$ cat src/rtl/cu_pkg.sv
// Shared encodings for the multi-cycle MIPS control unit: opcodes, FSM state
// codes and the datapath select/error field encodings.
package cu_pkg;

  localparam int unsigned OPC_W = 6;
  localparam int unsigned ST_W  = 4;

  // Opcode field values (instruction bits [31:26])
  localparam logic [OPC_W-1:0] R_TYPE = 6'b000000;
  localparam logic [OPC_W-1:0] LW     = 6'b100011;
  localparam logic [OPC_W-1:0] SW     = 6'b101011;
  localparam logic [OPC_W-1:0] BEQ    = 6'b000100;
  localparam logic [OPC_W-1:0] BNE    = 6'b000101;
  localparam logic [OPC_W-1:0] J      = 6'b000010;
  localparam logic [OPC_W-1:0] ADDIU  = 6'b001001;
  localparam logic [OPC_W-1:0] ANDI   = 6'b001100;
  localparam logic [OPC_W-1:0] ORI    = 6'b001101;
  localparam logic [OPC_W-1:0] SLTI   = 6'b001010;

  // FSM state encodings (visible on state_dbg)
  localparam logic [ST_W-1:0] S_INIT     = 4'd0;
  localparam logic [ST_W-1:0] S_FETCH    = 4'd1;
  localparam logic [ST_W-1:0] S_DECODE   = 4'd2;
  localparam logic [ST_W-1:0] S_MEM_ADDR = 4'd3;
  localparam logic [ST_W-1:0] S_MEM_RD   = 4'd4;
  localparam logic [ST_W-1:0] S_MEM_WB   = 4'd5;
  localparam logic [ST_W-1:0] S_MEM_WR   = 4'd6;
  localparam logic [ST_W-1:0] S_R_EXEC   = 4'd7;
  localparam logic [ST_W-1:0] S_R_WB     = 4'd8;
  localparam logic [ST_W-1:0] S_BRANCH   = 4'd9;
  localparam logic [ST_W-1:0] S_JUMP     = 4'd10;
  localparam logic [ST_W-1:0] S_I_EXEC   = 4'd11;
  localparam logic [ST_W-1:0] S_I_WB     = 4'd12;
  localparam logic [ST_W-1:0] S_ERR      = 4'd13;

  // ALU operation select
  localparam logic [1:0] ALU_ADD   = 2'b00;
  localparam logic [1:0] ALU_SUB   = 2'b01;
  localparam logic [1:0] ALU_FUNCT = 2'b10;
  localparam logic [1:0] ALU_IMM   = 2'b11;

  // ALU operand B select
  localparam logic [1:0] SRCB_REG    = 2'b00;
  localparam logic [1:0] SRCB_FOUR   = 2'b01;
  localparam logic [1:0] SRCB_IMM    = 2'b10;
  localparam logic [1:0] SRCB_IMM_SH = 2'b11;

  // PC source select
  localparam logic [1:0] PCSRC_ALU    = 2'b00;
  localparam logic [1:0] PCSRC_ALUOUT = 2'b01;
  localparam logic [1:0] PCSRC_JUMP   = 2'b10;

  // Error codes
  localparam logic [1:0] ERR_NONE    = 2'b00;
  localparam logic [1:0] ERR_ILLEGAL = 2'b01;
  localparam logic [1:0] ERR_TIMEOUT = 2'b10;

endpackage

$ cat src/rtl/multicycle_cu.sv
// Multi-cycle MIPS control unit: Moore sequencing FSM driving a shared-ALU,
// single-memory datapath, with a mem_ready handshake, memory-wait timeout and
// illegal-opcode trap.
// Ports:
//   clk, rst_n             clock, async active-low reset
//   op_code                opcode from the instruction register (used in DECODE only)
//   mem_ready              memory completes the current access this cycle
//   pc_write..pc_source    datapath enables and selects
//   err_code               00 none, 01 illegal opcode, 10 memory timeout (sticky)
//   state_dbg              current state encoding
module multicycle_cu
  import cu_pkg::*;
#(
  parameter int unsigned OP_W        = 6,
  parameter int unsigned MEM_TIMEOUT = 16,
  parameter int unsigned CNT_W       = (MEM_TIMEOUT == 0) ? 1 : $clog2(MEM_TIMEOUT + 1)
) (
  input  logic            clk,
  input  logic            rst_n,
  input  logic [OP_W-1:0] op_code,
  input  logic            mem_ready,
  output logic            pc_write,
  output logic            pc_write_cond,
  output logic            pc_write_cond_ne,
  output logic            iord,
  output logic            mem_read,
  output logic            mem_write,
  output logic            ir_write,
  output logic            mem_to_reg,
  output logic            reg_dst,
  output logic            reg_write,
  output logic            alu_src_a,
  output logic [1:0]      alu_src_b,
  output logic [1:0]      alu_op,
  output logic [1:0]      pc_source,
  output logic [1:0]      err_code,
  output logic [3:0]      state_dbg
);

  localparam bit               TO_EN     = (MEM_TIMEOUT != 0);
  localparam logic [CNT_W-1:0] CNT_LIMIT = CNT_W'((MEM_TIMEOUT == 0) ? 0 : MEM_TIMEOUT - 1);
  localparam logic [CNT_W-1:0] CNT_MAX   = '1;

  logic [ST_W-1:0]  state_q, state_d;
  logic [OP_W-1:0]  op_q, op_d;
  logic [CNT_W-1:0] cnt_q, cnt_d;
  logic [1:0]       err_q, err_d;
  logic             wait_st_c;
  logic             timeout_c;

  // State, latched opcode, wait counter and sticky error
  always_ff @(posedge clk or negedge rst_n) begin
    if (!rst_n) begin
      state_q <= S_INIT;
      op_q    <= '0;
      cnt_q   <= '0;
      err_q   <= ERR_NONE;
    end else begin
      state_q <= state_d;
      op_q    <= op_d;
      cnt_q   <= cnt_d;
      err_q   <= err_d;
    end
  end

  assign wait_st_c = state_q inside {S_FETCH, S_MEM_RD, S_MEM_WR};
  // Last permitted wait cycle with memory still not ready
  assign timeout_c = TO_EN && (cnt_q == CNT_LIMIT) && !mem_ready;

  // Next state and state-decoded outputs
  always_comb begin
    state_d          = state_q;
    op_d             = op_q;
    err_d            = err_q;
    pc_write         = 1'b0;
    pc_write_cond    = 1'b0;
    pc_write_cond_ne = 1'b0;
    iord             = 1'b0;
    mem_read         = 1'b0;
    mem_write        = 1'b0;
    ir_write         = 1'b0;
    mem_to_reg       = 1'b0;
    reg_dst          = 1'b0;
    reg_write        = 1'b0;
    alu_src_a        = 1'b0;
    alu_src_b        = SRCB_REG;
    alu_op           = ALU_ADD;
    pc_source        = PCSRC_ALU;
    case (state_q)
      S_INIT: state_d = S_FETCH;
      S_FETCH: begin
        mem_read  = 1'b1;
        alu_src_b = SRCB_FOUR;
        // IR and PC+4 commit only in the cycle the fetch completes
        ir_write  = mem_ready;
        pc_write  = mem_ready;
        if (mem_ready) begin
          state_d = S_DECODE;
        end else if (timeout_c) begin
          state_d = S_ERR;
          err_d   = ERR_TIMEOUT;
        end
      end
      S_DECODE: begin
        alu_src_b = SRCB_IMM_SH;
        op_d      = op_code;
        case (op_code)
          OP_W'(R_TYPE):                              state_d = S_R_EXEC;
          OP_W'(LW), OP_W'(SW):                       state_d = S_MEM_ADDR;
          OP_W'(BEQ), OP_W'(BNE):                     state_d = S_BRANCH;
          OP_W'(J):                                   state_d = S_JUMP;
          OP_W'(ADDIU), OP_W'(ANDI), OP_W'(ORI), OP_W'(SLTI): state_d = S_I_EXEC;
          default: begin
            state_d = S_ERR;
            err_d   = ERR_ILLEGAL;
          end
        endcase
      end
      S_MEM_ADDR: begin
        alu_src_a = 1'b1;
        alu_src_b = SRCB_IMM;
        state_d   = (op_q == OP_W'(LW)) ? S_MEM_RD : S_MEM_WR;
      end
      S_MEM_RD: begin
        mem_read = 1'b1;
        iord     = 1'b1;
        if (mem_ready) begin
          state_d = S_MEM_WB;
        end else if (timeout_c) begin
          state_d = S_ERR;
          err_d   = ERR_TIMEOUT;
        end
      end
      S_MEM_WB: begin
        reg_write  = 1'b1;
        mem_to_reg = 1'b1;
        state_d    = S_FETCH;
      end
      S_MEM_WR: begin
        mem_write = 1'b1;
        iord      = 1'b1;
        if (mem_ready) begin
          state_d = S_FETCH;
        end else if (timeout_c) begin
          state_d = S_ERR;
          err_d   = ERR_TIMEOUT;
        end
      end
      S_R_EXEC: begin
        alu_src_a = 1'b1;
        alu_op    = ALU_FUNCT;
        state_d   = S_R_WB;
      end
      S_R_WB: begin
        reg_dst   = 1'b1;
        reg_write = 1'b1;
        state_d   = S_FETCH;
      end
      S_BRANCH: begin
        alu_src_a        = 1'b1;
        alu_op           = ALU_SUB;
        pc_source        = PCSRC_ALUOUT;
        pc_write_cond    = (op_q == OP_W'(BEQ));
        pc_write_cond_ne = (op_q == OP_W'(BNE));
        state_d          = S_FETCH;
      end
      S_JUMP: begin
        pc_write  = 1'b1;
        pc_source = PCSRC_JUMP;
        state_d   = S_FETCH;
      end
      S_I_EXEC: begin
        alu_src_a = 1'b1;
        alu_src_b = SRCB_IMM;
        alu_op    = (op_q == OP_W'(ADDIU)) ? ALU_ADD : ALU_IMM;
        state_d   = S_I_WB;
      end
      S_I_WB: begin
        reg_write = 1'b1;
        state_d   = S_FETCH;
      end
      S_ERR:   state_d = S_ERR;
      // Unused encodings fall back to a clean restart
      default: state_d = S_INIT;
    endcase
  end

  // Wait counter: counts while parked in a wait state, cleared on any state change
  always_comb begin
    cnt_d = '0;
    if (wait_st_c && (state_d == state_q) && !mem_ready) begin
      cnt_d = (cnt_q == CNT_MAX) ? cnt_q : cnt_q + CNT_W'(1);
    end
  end

  assign err_code  = err_q;
  assign state_dbg = state_q;

endmodule

$ cat config.mk
export PLATFORM = sky130hd
export DESIGN_NAME = multicycle_cu
export DESIGN_NICKNAME = d
export VERILOG_FILES = /design/src/rtl/cu_pkg.sv /design/src/rtl/multicycle_cu.sv
export SDC_FILE = /design/constraint.sdc
export NUM_CORES = 1
export LEC_CHECK = 0
export ABC_AREA = 1
export CAP_MARGIN = 30
export CORE_ASPECT_RATIO = 0.7
export CORE_MARGIN = 2
export CORE_UTILIZATION = 57
export CTS_CLUSTER_SIZE = 8
export DETAILED_ROUTE_END_ITERATION = 8
export DONT_BUFFER_PORTS = 1
export GPL_ROUTABILITY_DRIVEN = 0
export PLACE_DENSITY = 0.72
export SLEW_MARGIN = 20
export SYNTH_ARGS = -nofsm -noshare
export SYNTH_HDL_FRONTEND = slang
export SYNTH_SLANG_ARGS = --single-unit
$ cat constraint.sdc
create_clock -name clk -period 1.8 [get_ports clk]
set_input_delay 0.45 -clock clk [delete_from_list [all_inputs] [get_ports clk]]
set_output_delay 0.45 -clock clk [all_outputs]
set_load 0.05 [all_outputs]
==> impl_metrics.env, run 1 <==
export IMPL_status="did not finish"
export IMPL_lastStage="global routing (5_1_grt)"
export IMPL_error="[ERROR DPL-0038] Utilization greater than 100%, impossible to legalize"
export IMPL_io_pins=32
export IMPL_cts_root_buf="clkbuf_4"
export IMPL_synth_area_um2=1180
export IMPL_syn_nets=185
export IMPL_clk_path_buf_depth=2
export IMPL_ys_seq_area_frac=0.362
export IMPL_die_h_um=42.0
export IMPL_io_buffers=0
export IMPL_initial_core_util=0.618
export IMPL_dpl_cell_area_um2=1500
export IMPL_dp_hpwl_um=2640
export IMPL_synth_cell_types=23
export IMPL_synth_seq_cells=17
export IMPL_numCtsBuffers=3
export IMPL_die_x_um=58.3
export IMPL_ys_warnings_count=0
export IMPL_htreeDepth=1
export IMPL_crit_endpoint="pc_write_cond"
export IMPL_rows=13
export IMPL_worst_ep_kind="output port"
export IMPL_cts_sinks=17
export IMPL_syn_avg_cell_area_um2=6.80
export IMPL_synth_cells=173
export IMPL_grt_start_max_net_pins=18
## Yosys cell counts
library cell,n,area share
inv_2,6,0.019
a21oi_1,2,0.0085
o31ai_1,2,0.013
nand3_1,10,0.043
o21bai_1,1,0.0064
and3_1,1,0.0053
ha_1,3,0.032
dfrtp_1,17,0.36
inv_1,22,0.070
buf_4,1,0.0064
o21ai_1,3,0.013
nor3_1,3,0.013
nand2_1,42,0.13
nand4_1,4,0.021
o2111ai_1,1,0.0074
nand2_4,1,0.0096
xor2_1,3,0.022
nor2_2,11,0.059
mux2i_1,1,0.0085
o21ai_0,11,0.047
nand2_2,3,0.016
nand3_2,1,0.0085
nor2_1,24,0.077
## stage by stage
step           setup slack (ns)  setup TNS [ns]  hold slack [ns]  cells
2_1_floorplan            -0.427           -1.18            0.154    173
3_3_place_gp             0.0970               0            0.155    213
3_5_place_dp             0.0239               0            0.155    213
4_1_cts                  -0.210           -1.59            0.279    235
## cell families after synthesis
kind of cell,Yosys count,synth area share
simple gates,100,0.385
buf+inv,29,0.0957
compound gates,20,0.0947
flops,17,0.362
xor+xnor,3,0.0223
fa+ha+maj,3,0.0319
mux,1,0.00851
## repair_timing
| action | 4_1_cts |
|---|---|
| buffers inserted | 17 |
| gates resized for setup | 27 |
| hold endpoints to repair | 17 |
| hold buffers | 1 |
| pin swaps | 10 |
| endpoints found under the setup margin | 14 |
==> run 2, diff against run 1 <==
--- a/config.mk
+++ b/config.mk
@@ -7,14 +7,12 @@
 export LEC_CHECK = 0
 export ABC_AREA = 1
 export CAP_MARGIN = 30
-export CORE_ASPECT_RATIO = 0.7
-export CORE_MARGIN = 2
-export CORE_UTILIZATION = 57
-export CTS_CLUSTER_SIZE = 8
+export CORE_AREA = 2 2 63 65
 export DETAILED_ROUTE_END_ITERATION = 8
+export DIE_AREA = 0 0 65 67
 export DONT_BUFFER_PORTS = 1
 export GPL_ROUTABILITY_DRIVEN = 0
-export PLACE_DENSITY = 0.72
+export PLACE_DENSITY_LB_ADDON = 0.15
 export SLEW_MARGIN = 20
 export SYNTH_ARGS = -nofsm -noshare
 export SYNTH_HDL_FRONTEND = slang
==> impl_metrics.env, run 2 <==
export IMPL_finalSetupViolCount=12
export IMPL_cts_sinks=17
export IMPL_cp_common_cell="inv_1"
export IMPL_fp_dieArea_um2=4360
export IMPL_grt_ovfl_total=0
export IMPL_drtAntennaViolNets=0
export IMPL_antenna_found_initial=0
export IMPL_cp_cell_sequence="buf_4, nand2_2, inv_1, nand2_1, inv_1"
export IMPL_total_power_mw=3.59
export IMPL_drc_errors=0
export IMPL_clk_path_buf_depth=2
export IMPL_yosysTopAreaCell="dfrtp_1"
export IMPL_synthTopCellsByArea="dfrtp_1, nand2_1, nor2_1"
export IMPL_max_freq_mhz=509
export IMPL_worstHoldPathType="primary input to flop"
export IMPL_initial_core_util=0.326
export IMPL_cts_tree="yes"
export IMPL_cts_root_buf="clkbuf_8"
export IMPL_clk_latency_ns=0.25
export IMPL_dr_max_layer_used="met4"
export IMPL_drv_slew=0
export IMPL_crit_fanout=5
export IMPL_end_kind="output pin"
export IMPL_io_pins=32
export IMPL_tightestPinTransition_ns=0.785
export IMPL_drive_gt1_frac=0.453
export IMPL_numCtsBuffers=3
export IMPL_arrival_ns=1.52
export IMPL_htreeDepth=1
export IMPL_routed_wl_um=3380
export IMPL_grt_use_total=0.172
export IMPL_crit_required_ns=1.35
export IMPL_n_antenna_cell=0
export IMPL_synth_cells=173
export IMPL_cpMaxStageDelayCell="dfrtp_2"
export IMPL_syn_nets=185
export IMPL_yosysMostFrequentCell="nand2_1"
export IMPL_ys_seq_area_frac=0.362
export IMPL_ys_warnings_count=0
export IMPL_finalCriticalPeriod_ns=1.97
export IMPL_vias=1264
export IMPL_nets=227
export IMPL_powerDensity_nw_per_um2=1900
export IMPL_drtIter0Drc=83
export IMPL_clk_pin_slew_worst_paths_ns=0.07
export IMPL_rsz0062_at_grt="true"
export IMPL_pre_cts_ws_ns=0.0209
export IMPL_met1Wirelength_um=1450
export IMPL_min_period_over_period=1.09
export IMPL_fin_ws_ns=-0.166
export IMPL_synth_flop_cell="dfrtp_1"
export IMPL_grt_start_max_net_pins=18
export IMPL_nFillCells=356
export IMPL_fin_util=0.523
export IMPL_leakage_nw=0.910
export IMPL_multi_input_comb_area_um2=840
export IMPL_async_flop_share=1.00
export IMPL_io_buffers=0
export IMPL_most_common_layout_cells="nand2_1, buf_4, inv_1, nor2_1, dfrtp_1"
export IMPL_first_pass_iters=5
export IMPL_ir_drop_uv=602
export IMPL_area_growth_pct=60.4
export IMPL_violations="setup timing"
export IMPL_status="complete, but fails checks"
export IMPL_final_common_cell="nand2_1"
export IMPL_synth_seq_cells=17
export IMPL_met2_wirelength_um=1740
export IMPL_die_x_um=65
export IMPL_regMostFlops="op_q"
export IMPL_synth_edf_count=0
export IMPL_slowest_delay_ns=0.44
export IMPL_synth_top_area_share=0.362
export IMPL_die_h_um=67
export IMPL_critPathKind="flop to output pin"
export IMPL_cap_violations=0
export IMPL_rows=22
export IMPL_synth_cell_types=23
export IMPL_grt_pass1_vias=1254
export IMPL_finalClockSkew_ns=0.00408
export IMPL_synth_area_um2=1180
export IMPL_slew_headroom=0.475
export IMPL_wl_met3_um=171
export IMPL_dp_hpwl_um=2590
export IMPL_wl_per_cell_um=12.9
export IMPL_syn_avg_cell_area_um2=6.80
export IMPL_regArea_um2=430
export IMPL_largest_reg_flops=6
export IMPL_crit_path_start_kind="flop"
export IMPL_finalHoldViolCount=0
export IMPL_synthTopCellsByCount="nand2_1, nor2_1, inv_1"
export IMPL_vias_per_cell=4.82
export IMPL_core_area_um2=3610
export IMPL_grt_pass1_wl_um=5810
run 2: cell counts after synthesis:
Identical to the previous run, type by type.
run 2: cell type report:
| type | instances | share of cell area |
|---|---|---|
| timing repair buffer | 38 | 0.210 |
| tap | 48 | 0.0318 |
| multi-input combinational | 127 | 0.445 |
| sequential | 17 | 0.228 |
| clock buffer | 4 | 0.0239 |
| inverter | 28 | 0.0610 |
run 2: path summary, 6_finish.rpt:
kind,startpoint,endpoint,slack (ns),cells past startpoint
min reg2reg,cnt_q[3],cnt_q[3],0.58,2
max reg2reg,state_dbg[1],state_dbg[0],-0.03,7
min in group asynchronous,rst_n,op_q[0],0.72,1
max,state_dbg[1],pc_source[1],-0.17,5
min,op_code[4],op_q[4],0.32,2
max in group asynchronous,rst_n,state_dbg[3],0.53,1
run 2: where the power goes:
group	internal (mW)	switching [mW]	total, mW
logic	0.940	1.63	2.57
registers	0.533	0.201	0.734
clock network	0.157	0.127	0.284
total	1.63	1.96	3.59
run 2: cell families (layout without fill, tap and decap cells):
group           after synthesis  in the layout  synth area share
simple gates                100            100             0.385
mux                           1              1           0.00851
fa+ha+maj                     3              3            0.0319
buf+inv                      29             70            0.0957
flops                        17             17             0.362
compound gates               20             20            0.0947
xor+xnor                      3              3            0.0223
run 2: per-layer routing:
layer | up-vias | track usage
met5 | - | 0
met4 | 0 | 0.0479
met3 | 2 | 0.0287
met2 | 29 | 0.309
met1 | 599 | 0.210
li1 | 634 | -
run 2: through the flow:
step	TNS, ns	hold slack (ns)	cells	instance area (µm²)
3_3_place_gp	0	0.155	241	1550
3_5_place_dp	0	0.155	241	1550
2_1_floorplan	-1.18	0.154	173	1270
4_1_cts	-1.37	0.317	257	1780
6_report	-1.01	0.318	262	1890
5_1_grt	-2.08	0.322	262	1890
run 2: timing repair:
item / in CTS / in global routing
gates resized for setup: 21 / 18
hold buffers: 1 / 0
endpoints found under the setup margin: 13 / 22
endpoints found under the hold margin: 17 / 0
buffers inserted: 11 / 5
pin swaps: 11 / 8
run 2: critical path, delay by kind of cell, from the launching register on:
kind,cells,cell delay (ns)
buffers and inverters,3,0.61
flip-flops,1,0.44
AND/OR/NAND/NOR,2,0.22
Power figures use the tool's default switching activity.
==> run 3, diff against run 2 <==
--- a/config.mk
+++ b/config.mk
@@ -6,7 +6,6 @@
 export NUM_CORES = 1
 export LEC_CHECK = 0
 export ABC_AREA = 1
-export CAP_MARGIN = 30
 export CORE_AREA = 2 2 63 65
 export DETAILED_ROUTE_END_ITERATION = 8
 export DIE_AREA = 0 0 65 67
==> results of run 3 <==
Same layout as run 2: the final DEF is identical, and so are final timing and power.
==> run 4, diff against run 3 <==
--- a/config.mk
+++ b/config.mk
@@ -6,7 +6,9 @@
 export NUM_CORES = 1
 export LEC_CHECK = 0
 export ABC_AREA = 1
+export CAP_MARGIN = 20
 export CORE_AREA = 2 2 63 65
+export CTS_CLUSTER_DIAMETER = 60
 export DETAILED_ROUTE_END_ITERATION = 8
 export DIE_AREA = 0 0 65 67
 export DONT_BUFFER_PORTS = 1
==> results of run 4 <==
Same layout as run 2: the final DEF is identical, and so are final timing and power.
